==> config.mk <==
export PLATFORM = sky130hd
export DESIGN_NAME = amba_apb_master
export DESIGN_NICKNAME = d
export VERILOG_FILES = /design/src/rtl/amba_apb_master.sv
export SDC_FILE = /design/constraint.sdc
export NUM_CORES = 1
export LEC_CHECK = 0
export ABC_AREA = 1
export BUFFER_PORTS_ARGS = -buffer_cell sky130_fd_sc_hd__buf_4
export CAP_MARGIN = 20
export CORE_MARGIN = 5
export CORE_UTILIZATION = 47
export DETAILED_ROUTE_END_ITERATION = 16
export HOLD_SLACK_MARGIN = 0.06
export PLACE_DENSITY_LB_ADDON = 0.2
export SYNTH_ARGS = -nofsm -noshare
export SYNTH_HDL_FRONTEND = slang
export SYNTH_SLANG_ARGS = --single-unit
export TNS_END_PERCENT = 1
==> constraint.sdc <==
create_clock -name pclk -period 2.89 [get_ports pclk]
set_clock_uncertainty 0.15 [all_clocks]
set_input_delay 0 -clock pclk [delete_from_list [all_inputs] [get_ports pclk]]
set_output_delay 0 -clock pclk [all_outputs]
set_load 0.01 [all_outputs]
==> src/rtl/amba_apb_master.sv <==
// APB requester: single read/write commands run as SETUP->ACCESS transfers with a response strobe.
// Optional ACCESS watchdog enabled by defining APB_MASTER_TIMEOUT_EN.
module amba_apb_master #(
   parameter int unsigned ADDR_W  = 8,
   parameter int unsigned DATA_W  = 8,
   parameter int unsigned TIMEOUT = 16
) (
   input  logic              pclk,
   input  logic              preset,
   input  logic              cmd_valid,
   output logic              cmd_ready,
   input  logic              cmd_write,
   input  logic [ADDR_W-1:0] cmd_addr,
   input  logic [DATA_W-1:0] cmd_wdata,
   output logic              rsp_valid,
   output logic [DATA_W-1:0] rsp_rdata,
   output logic              rsp_err,
   output logic              psel,
   output logic              penable,
   output logic              pwrite,
   output logic [ADDR_W-1:0] paddr,
   output logic [DATA_W-1:0] pwdata,
   input  logic              pready,
   input  logic [DATA_W-1:0] prdata
);

   typedef enum logic [1:0] {StIdle, StSetup, StAccess} state_e;

   state_e state_q, state_d;
   logic   abort;

   logic              psel_d, penable_d, pwrite_d, rsp_valid_d, rsp_err_d;
   logic [ADDR_W-1:0] paddr_d;
   logic [DATA_W-1:0] pwdata_d, rsp_rdata_d;

`ifdef APB_MASTER_TIMEOUT_EN
   localparam int unsigned CntW = $clog2(TIMEOUT + 1);

   logic [CntW-1:0] cnt_q, cnt_d;

   // Counter is cleared while in SETUP so it starts at zero on ACCESS entry.
   always_comb begin
      cnt_d = cnt_q;
      if (state_q == StSetup) begin
         cnt_d = '0;
      end else if (state_q == StAccess && !pready) begin
         cnt_d = cnt_q + CntW'(1);
      end
   end

   assign abort = (state_q == StAccess) && !pready && (cnt_q == CntW'(TIMEOUT - 1));

   always_ff @(posedge pclk) begin
      if (preset) begin
         cnt_q <= '0;
      end else begin
         cnt_q <= cnt_d;
      end
   end
`else
   logic unused_timeout;
   assign unused_timeout = (TIMEOUT == 0);
   assign abort          = 1'b0;
`endif

   always_ff @(posedge pclk) begin
      if (preset) begin
         state_q <= StIdle;
      end else begin
         state_q <= state_d;
      end
   end

   always_comb begin
      state_d = state_q;
      unique case (state_q)
         StIdle:   if (cmd_valid) state_d = StSetup;
         StSetup:  state_d = StAccess;
         StAccess: if (pready || abort) state_d = StIdle;
         default:  state_d = StIdle;
      endcase
   end

   always_comb begin
      psel_d      = (state_d != StIdle);
      penable_d   = (state_d == StAccess);
      pwrite_d    = pwrite;
      paddr_d     = paddr;
      pwdata_d    = pwdata;
      rsp_valid_d = 1'b0;
      rsp_err_d   = 1'b0;
      rsp_rdata_d = rsp_rdata;
      if (state_q == StIdle && cmd_valid) begin
         pwrite_d = cmd_write;
         paddr_d  = cmd_addr;
         pwdata_d = cmd_wdata;
      end
      // pready takes priority over a simultaneous timeout hit.
      if (state_q == StAccess && pready) begin
         rsp_valid_d = 1'b1;
         if (!pwrite) rsp_rdata_d = prdata;
      end else if (abort) begin
         rsp_valid_d = 1'b1;
         rsp_err_d   = 1'b1;
         rsp_rdata_d = '0;
      end
   end

   always_ff @(posedge pclk) begin
      if (preset) begin
         psel      <= 1'b0;
         penable   <= 1'b0;
         pwrite    <= 1'b0;
         paddr     <= '0;
         pwdata    <= '0;
         rsp_valid <= 1'b0;
         rsp_err   <= 1'b0;
         rsp_rdata <= '0;
      end else begin
         psel      <= psel_d;
         penable   <= penable_d;
         pwrite    <= pwrite_d;
         paddr     <= paddr_d;
         pwdata    <= pwdata_d;
         rsp_valid <= rsp_valid_d;
         rsp_err   <= rsp_err_d;
         rsp_rdata <= rsp_rdata_d;
      end
   end

   assign cmd_ready = (state_q == StIdle);

endmodule

==> flow_summary.ini, run 1 <==
[floorplan]
start_util = 0.476
die_area_mm2 = 0.00353
std_cell_rows = 18
ioPinCount = 59
die_w_um = 59.4
design.core.area_mm2 = 0.00241
die_h_um = 59.4

[synthesis]
synth_top_area_share = 0.523
ys_top_cells_by_count = nor2_1 (43), dfxtp_1 (30), inv_1 (10), nand2_1 (10)
synthFlopType = dfxtp_1
synthDistinctLibCells = 21
syn_area_per_cell_um2 = 7.97
netlist_top_cells_area = dfxtp_1 (52%), nor2_1 (14%), nand3_1 (3.9%)
synth_most_common_cell = nor2_1
synth_edf_count = 0
syn-num-nets = 173
syn_inst = 144
syn-cell-area_mm2 = 0.00115
ys_ff_latch = 30
yosysWarningCount = 0
seq_area_frac_synth = 0.523
yosysTopAreaCell = dfxtp_1
ys_async_sr_fraction = 0

[setup_path]
max_stage_delay_ps = 560
crit_chain = nor2_4 > nand2_4 > nor2_1 > dlygate4sd3_1
setup.worst_path.end_class = flip-flop
cp_max_fo = 20
worstSetupPathType = flip-flop to flip-flop
cpMaxStageDelayCell = dlygate4sd3_1
required_ps = 2960
critPathTopFamily = buffers and inverters
cp-start-kind = flip-flop
cp_num_buf_inv = 1
crit_arrival_ps = 1720

[final_layout]
n_fill_cell = 172
fin_area_mm2 = 0.00190
instances_no_fill = 260
post-route-util = 0.788
syn_to_final_growth_pct = 65.5
layout-drive-gt1-share = 0.317
final_nets = 258
seqCellArea_um2 = 601
multi_input_area_um2 = 442
diodes = 0

[clock_network]
cts_max_level = 2
cts-root-buf = clkbuf_4
worstSkewPairLatency_ps = 320
cts_tree = done
clkTransAtPathRegs_ps = 90
clock-sinks = 30
cts.path.max_buffers = 2
cts_resized = 0
cts_setup_buffers = 0
cts_made_buffers = 5

[drt]
drt_iter0_drc = 36
wl_per_cell_um = 12.6
vias_per_cell = 4.71
drt_pass1_iterations = 4
vias = 1225
drc = 0
wl_um = 3270
met1Wirelength_um = 1200
top_layer_used = met4
wl_met2_um = 1800
antenna_left = 0
route.met3.wl_um = 236

[timing]
finalHoldViolCount = 0
worst_slew_pin_slew_ps = 753
fmax_mhz = 604
period_share = 0.573
layout_min_cycle_time_ps = 1660
setup_tns_ps = 0
rsz0062_at_grt = no
slew_headroom = 0.498
setup_viol = 0
slew_viol_final = 0

[global_routing]
grt_usage = 0.201
grt_pass1_wl_um = 5270
grt.overflow.total = 0
grt_max_degree = 27
grt_pass1_vias = 1209
antenna_found_initial = 0

[power_and_ir_drop]
ir_drop_v = 0.000475
power_leakage_nw = 0.918
p_per_area_mw_per_mm2 = 494
power.total_w = 0.000939

[status]
outcome = complete, no violations

[placement]
gp_congestion = 0.751
placed_cells = 223
dpl-instance-area_mm2 = 0.00155
port_buffers = 57
dp_hpwl_um = 1980

[flow_run]
maxCapViolations = 0

[hold_path]
hold_class = primary input to flip-flop
-- registers in the layout, indices dropped and copies added, names as in the netlist --
name,flops
paddr,8
state_q,2
rsp_valid,1
psel,1
pwrite,1
rsp_rdata,8
penable,1
pwdata,8
-- worst paths after layout --
path               from          to  slack [ps]  depth (start not counted)
max          state_q[0]  state_q[0]        1230                          4
min              preset   rsp_valid         250                          3
max reg2reg  state_q[0]  state_q[0]        1230                          4
min reg2reg   pwdata[4]   pwdata[4]         340                          2
-- cells in the final DEF (no fill, tap or decap), types with 3 or more instances in the layout --
cell type / netlist / layout
buf_4: 2 / 57
nor2_1: 43 / 43
dfxtp_1: 30 / 30
dlygate4sd3_1: 0 / 29
inv_1: 10 / 10
nand2_1: 10 / 10
o21ai_0: 9 / 9
nand3_1: 9 / 9
a21oi_1: 8 / 8
o21ai_1: 5 / 5
clkbuf_4: 0 / 5
o21ai_2: 3 / 3
-- per-stage QoR --
stage               hold WS [ps]  worst slack (ps)
floorplan                  -77.6              1630
global placement            37.0              1560
detailed placement          46.0              1480
CTS                          236              1270
global route                 239              1140
finish                       253              1230
-- final cells by class --
type / count / area share
repair buffers: 86 / 0.378
flip-flops and latches: 30 / 0.316
multi-input cells: 95 / 0.233
clock buffers: 7 / 0.0290
inverters: 11 / 0.0217
well taps: 30 / 0.0198
clock inverters: 1 / 0.00264
-- tightest hold or removal path: cells and delay by family --
| kind | cells | cell delay, ps |
|---|---|---|
| AND/OR/NAND/NOR | 1 | 50 |
| buffers and inverters | 2 | 640 |
-- report_power, final --
group | leakage [nW] | switching, W | internal (W)
Combinational | 0.635 | 0.000102 | 0.000115
Sequential | 0.247 | 0.0000201 | 0.000446
Clock | 0.0353 | 0.000138 | 0.000118
-- per-layer routing --
| layer | global-route usage | up-vias |
|---|---|---|
| met5 | 0 | - |
| met4 | 0.0485 | 0 |
| met3 | 0.0828 | 3 |
| met2 | 0.373 | 39 |
| met1 | 0.206 | 561 |
| li1 | - | 622 |
-- timing repair --
action                                  4_1_cts  5_1_grt
hold endpoints to repair                     30        0
endpoints found under the setup margin        0        0
hold buffers                                 29        0
-- cell families (layout without fill, tap and decap cells) --
family                 after synthesis  in the layout  synth area share
AOI/OAI and AO/OA                   26             26             0.124
and+or+nand+nor                     68             68             0.257
DFF                                 30             30             0.523
buffers and inverters               19            105            0.0916
other                                1              1           0.00327
Note: power is estimated with default switching activity, not from simulation.
==> run 2, diff against run 1 <==
--- a/config.mk
+++ b/config.mk
@@ -5,11 +5,11 @@
 export SDC_FILE = /design/constraint.sdc
 export NUM_CORES = 1
 export LEC_CHECK = 0
-export ABC_AREA = 1
+export ABC_AREA = 0
 export BUFFER_PORTS_ARGS = -buffer_cell sky130_fd_sc_hd__buf_4
 export CAP_MARGIN = 20
 export CORE_MARGIN = 5
-export CORE_UTILIZATION = 47
+export CORE_UTILIZATION = 46
 export DETAILED_ROUTE_END_ITERATION = 16
 export HOLD_SLACK_MARGIN = 0.06
 export PLACE_DENSITY_LB_ADDON = 0.2
==> constraint.sdc (replaced) <==
create_clock -name pclk -period 1.6 [get_ports pclk]
set_clock_uncertainty 0.15 [all_clocks]
set_input_delay 0 -clock pclk [delete_from_list [all_inputs] [get_ports pclk]]
set_output_delay 0 -clock pclk [all_outputs]
set_load 0.01 [all_outputs]
==> run 2 against run 1 <==
Net effect:
- core utilization down 2.0 points
- critical endpoint is now rsp_valid
- combinational power grew 53%
- largest power group unchanged
- register-to-register slack worse by 1000 ps
==> flow_summary.ini, run 2 <==
[status]
outcome = complete, no violations

[setup_path]
cpMaxStageDelayCell = dlygate4sd3_1
crit_arrival_ps = 1550
crit_chain = dlygate4sd3_1 > buf_4 > nor3_1 > dlygate4sd3_1
cp_max_fo = 55
required_ps = 1680
startpoint = preset
cp-start-kind = primary input
rr_startpoint = state_q[1]
setup.worst_path.end_class = flip-flop
worstSetupPathType = primary input to flip-flop
max_stage_delay_ps = 560
path_common_cell = dlygate4sd3_1

[synthesis]
synthXorXnorAreaFrac = 0
syn_area_per_cell_um2 = 10.3
synthSimpleGateAreaFrac = 0.285
syn-num-nets = 157
ys_top_cells_by_count = nand2b_1 (51), dfxtp_1 (30), mux2i_1 (25), clkbuf_1 (5)
syn-cell-area_mm2 = 0.00132
yosysTopAreaCell = dfxtp_1
synth_top_family_by_area = simple AND/OR/NAND/NOR gates
synth-compound-area-share = 0.0124
synthFlopType = dfxtp_1
synth_top_area_share = 0.456
ys_async_sr_fraction = 0
yosysWarningCount = 0
synthAdderAreaFrac = 0
netlist_top_cells_area = dfxtp_1 (46%), nand2b_1 (24%), mux2i_1 (19%)
seq_area_frac_synth = 0.456
ys_ff_latch = 30
syn_inst = 128
synth_most_common_cell = nand2b_1
synth_edf_count = 0
synthDistinctLibCells = 18
muxShareOfSynthArea = 0.190

[drt]
antenna_left = 0
route.met3.wl_um = 269
met1Wirelength_um = 1310
drc = 0
vias = 1138
top_layer_used = met4
drt_pass1_iterations = 4
vias_per_cell = 4.63
wl_per_cell_um = 13.1
wl_met2_um = 1590
wl_um = 3210
drt_iter0_drc = 35

[power_and_ir_drop]
power.total_w = 0.00171
ir_drop_v = 0.000724
p_per_area_mw_per_mm2 = 809
power_leakage_nw = 0.940

[final_layout]
seqCellArea_um2 = 601
layout-drive-gt1-share = 0.330
diodes = 0
n_fill_cell = 192
final_nets = 243
layout_common_cells = buf_4 (60), nand2b_1 (51), dfxtp_1 (30)
fin_area_mm2 = 0.00212
largestRegisters = paddr: 8 flops, pwdata: 8 flops, rsp_rdata: 8 flops
multi_input_area_um2 = 658
syn_to_final_growth_pct = 60.8
mostFrequentLayoutCell = buf_4

[floorplan]
ioPinCount = 59
design.core.area_mm2 = 0.00276
std_cell_rows = 19
die_area_mm2 = 0.00403
start_util = 0.477
die_h_um = 63.5
die_w_um = 63.5

[timing]
slew_viol_final = 0
setup_tns_ps = 0
layout_min_cycle_time_ps = 1470
setup_viol = 0
finalHoldViolCount = 0
period_share = 0.917
rsz0062_at_grt = no
fmax_mhz = 682

[clock_network]
cts-root-buf = clkbuf_4
cts_hold_buf = 29
clkTransAtPathRegs_ps = 90
cts_tree = done
clock-sinks = 30
cts_resized = 0
worstSkewPairLatency_ps = 330
cts_max_level = 2
cts.path.max_buffers = 2
cts_setup_buffers = 0
cts_made_buffers = 5

[global_routing]
grt_max_degree = 56
grt.overflow.total = 0
grt_usage = 0.167
antenna_found_initial = 0
grt_pass1_wl_um = 5240
grt_pass1_vias = 1163

[placement]
gp_congestion = 0.642
port_buffers = 57
dp_hpwl_um = 2010
dpl-instance-area_mm2 = 0.00175

[flow_run]
maxCapViolations = 0

[hold_path]
worstHoldStart = cmd_wdata[3]
hold_class = primary input to flip-flop
==> run 2: cell count changes in the layout (fill, tap and decap cells not counted), moves of 2 or more <==
cell,delta
buf_4,+3
nand2_1,-9
o21ai_2,-3
nor2_2,-2
inv_1,-10
o21ai_1,-5
a21oi_1,-6
nor2_1,-41
nand3_1,-9
nand2b_1,+51
o21ai_0,-9
clkbuf_8,+2
nor2_4,-2
mux2i_1,+25
==> run 2: power by group <==
part | leakage [nW] | total (W) | internal (W) | switching, W
Sequential | 0.246 | 0.000816 | 0.000789 | 0.0000274
Combinational | 0.650 | 0.000331 | 0.000209 | 0.000122
Clock | 0.0446 | 0.000566 | 0.000300 | 0.000266
==> run 2: layout make-up <==
class                   count  share of cell area
clock buffers               8              0.0372
well taps                  31              0.0183
multi-input cells          88               0.311
flip-flops and latches     30               0.284
repair buffers             89               0.350
==> run 2: path summary, 6_finish.rpt <==
check	cells past startpoint	endpoint	slack [ps]
max reg2reg	3	rsp_valid	190
min reg2reg	2	pwdata[1]	330
max	4	rsp_valid	130
min	4	pwdata[3]	330
==> run 2: logic make-up after synthesis <==
logic type / count (synthesis)
AO/OA/AOI/OAI: 3
multiplexers: 25
AND/OR/NAND/NOR: 59
flip-flops: 30
other: 1
buffers and inverters: 10
==> run 2: layer usage <==
metal | up-vias | track usage
li1 | 583 | -
met1 | 508 | 0.176
met2 | 41 | 0.278
met3 | 6 | 0.0817
met4 | 0 | 0.0753
met5 | - | 0
==> run 2: critical path: cells and delay by family <==
| kind | cells | cell delay, ps |
|---|---|---|
| buffers and inverters | 3 | 1460 |
| AND/OR/NAND/NOR | 1 | 90 |
==> run 2: metrics by stage <==
step	hold WS (ps)	utilization	instances	setup slack [ps]
final	325	0.768	246	133
after global routing	326	0.768	246	42.4
after CTS	318	0.768	246	161
after detailed placement	116	0.634	209	248
after global placement	117	0.634	209	310
after floorplan	-22.9	-	128	399
==> run 3, diff against run 2 <==
--- a/config.mk
+++ b/config.mk
@@ -8,7 +8,7 @@
 export ABC_AREA = 0
 export BUFFER_PORTS_ARGS = -buffer_cell sky130_fd_sc_hd__buf_4
 export CAP_MARGIN = 20
-export CORE_MARGIN = 5
+export CORE_MARGIN = 2
 export CORE_UTILIZATION = 46
 export DETAILED_ROUTE_END_ITERATION = 16
 export HOLD_SLACK_MARGIN = 0.06
==> run 3 against run 2 <==
Net effect:
- non-clock buffer count unchanged
- global-route usage grew 3.3 points
- sequential share of layout area rose by 0.46 points
- clock-buffer cell count decreased by 1
- combinational power about the same
- first-iteration DRC count decreased by 46%
- sequential cell count is the same
- via count is 0.53% higher
- largest power group unchanged
- critical endpoint unchanged
==> flow_summary.ini, run 3 (same netlist as run 2, synthesis figures left out) <==
[placement]
gp_congestion = 0.739
dp_hpwl_um = 1930
port_buffers = 57

[global_routing]
grt_pass1_vias = 1095
grt_usage = 0.200
met3_usage = 0.0748
gr-usage-met2 = 0.365
grt.overflow.total = 0
grt_max_degree = 56
grt-busiest-layer = met2
grt_pass1_wl_um = 4950
antenna_found_initial = 0
use_met1 = 0.208

[clock_network]
cts_made_buffers = 5
worstSkewPairLatency_ps = 320
clock-sinks = 30
cts_tree = done
clkTransAtPathRegs_ps = 90
cts_max_level = 2
cts_setup_buffers = 0
cts.path.max_buffers = 2
cts-root-buf = clkbuf_4

[setup_path]
cp_max_fo = 55
max_stage_delay_ps = 570
crit_end = rsp_valid
path_common_cell = dlygate4sd3_1
reg2regPathDepth = 3
cp-start-kind = primary input
crit_chain = dlygate4sd3_1 > buf_4 > nor3_1 > dlygate4sd3_1
required_ps = 1650
r2r-end = rsp_valid
crit_arrival_ps = 1550
rr_startpoint = state_q[1]
rrSetupSlack_ps = 140
worstSetupPathDepth = 4
critPathTopFamily = buffers and inverters
cp_num_buf_inv = 3
setup.worst_path.end_class = flip-flop
startpoint = preset
worstSetupPathType = primary input to flip-flop
cpMaxStageDelayCell = dlygate4sd3_1

[floorplan]
design.core.area_mm2 = 0.00273
die_area_mm2 = 0.00331
die_w_um = 57.5
std_cell_rows = 19
start_util = 0.481
ioPinCount = 59
die_h_um = 57.5

[final_layout]
mostFrequentLayoutCell = buf_4
layout-drive-gt1-share = 0.318
syn_to_final_growth_pct = 58.3
final_nets = 243
layout_common_cells = buf_4 (60), nand2b_1 (51), dfxtp_1 (30)
largestRegisters = paddr: 8 flops, pwdata: 8 flops, rsp_rdata: 8 flops
diodes = 0

[drt]
drt_iter0_drc = 19
antenna_left = 0
drt_pass1_iterations = 4
wl_um = 3120
wl_per_cell_um = 12.7
vias_per_cell = 4.67
vias = 1144
drc = 0

[timing]
setup_viol = 0
period_share = 0.937
slew_viol_final = 0
setup_tns_ps = 0
rsz0062_at_grt = no
layout_min_cycle_time_ps = 1500
finalHoldViolCount = 0
holdWs_ps = 326
fmax_mhz = 667

[power_and_ir_drop]
p_per_area_mw_per_mm2 = 741
ir_drop_v = 0.000760
power_leakage_nw = 0.921

[hold_path]
worstHoldStart = pwdata[6]
hold_class = flip-flop to flip-flop

[flow_run]
maxCapViolations = 0

[status]
outcome = complete, no violations
[run 3: changes by cell type in the layout (fill, tap and decap cells not counted)]
cell / change
clkbuf_1: +2
clkbuf_8: -3
[run 3: how the worst min path moves through the flow]
stage,depth (start not counted),to,slack (ps)
CTS,2,pwdata[6],330
finish,2,pwdata[6],330
detailed placement,3,paddr[4],130
global route,4,rsp_rdata[5],340
floorplan,2,rsp_valid,-20
global placement,3,rsp_valid,120
[run 3: layout make-up]
class	count	area (µm²)
Multi-Input combinational cell	88	658
Fill cell	196	651
Sequential cell	30	601
Tap cell	31	38.8
Timing Repair Buffer	89	741
Clock buffer	7	45.0
[run 3: repair_timing]
action | in CTS | in global routing
hold buffers | 29 | 0
endpoints found under the hold margin | 30 | 0
gates resized for setup | 0 | 0
[run 3: metal layers]
layer  share of wire  wire length [µm]  vias up
met1            0.39              1220      513
met4           0.018                55        0
met3           0.059               185        8
met2            0.53              1660       37
li1                -                 -      586
met5               0                 0        -
[run 3: worst register-to-register path: stages, from the launching register on]
cell and delay (ps):
dfxtp_1 450, nand2_1 90, nor3_1 140, dlygate4sd3_1 570
[run 3: metrics by stage]
stage	cell area, µm²	setup slack (ps)	power (W)	utilization	instances
floorplan	1320	399	0.000979	-	128
global placement	1750	294	0.00110	0.639	209
detailed placement	1750	223	0.00111	0.639	209
CTS	2080	132	0.00157	0.762	245
global route	2080	54.0	0.00163	0.762	245
finish	2080	100	0.00154	0.762	245
[run 3: power breakdown]
part | switching [W] | internal (W)
sequential | 0.0000272 | 0.000789
combinational | 0.000122 | 0.000209
clock | 0.000232 | 0.000165
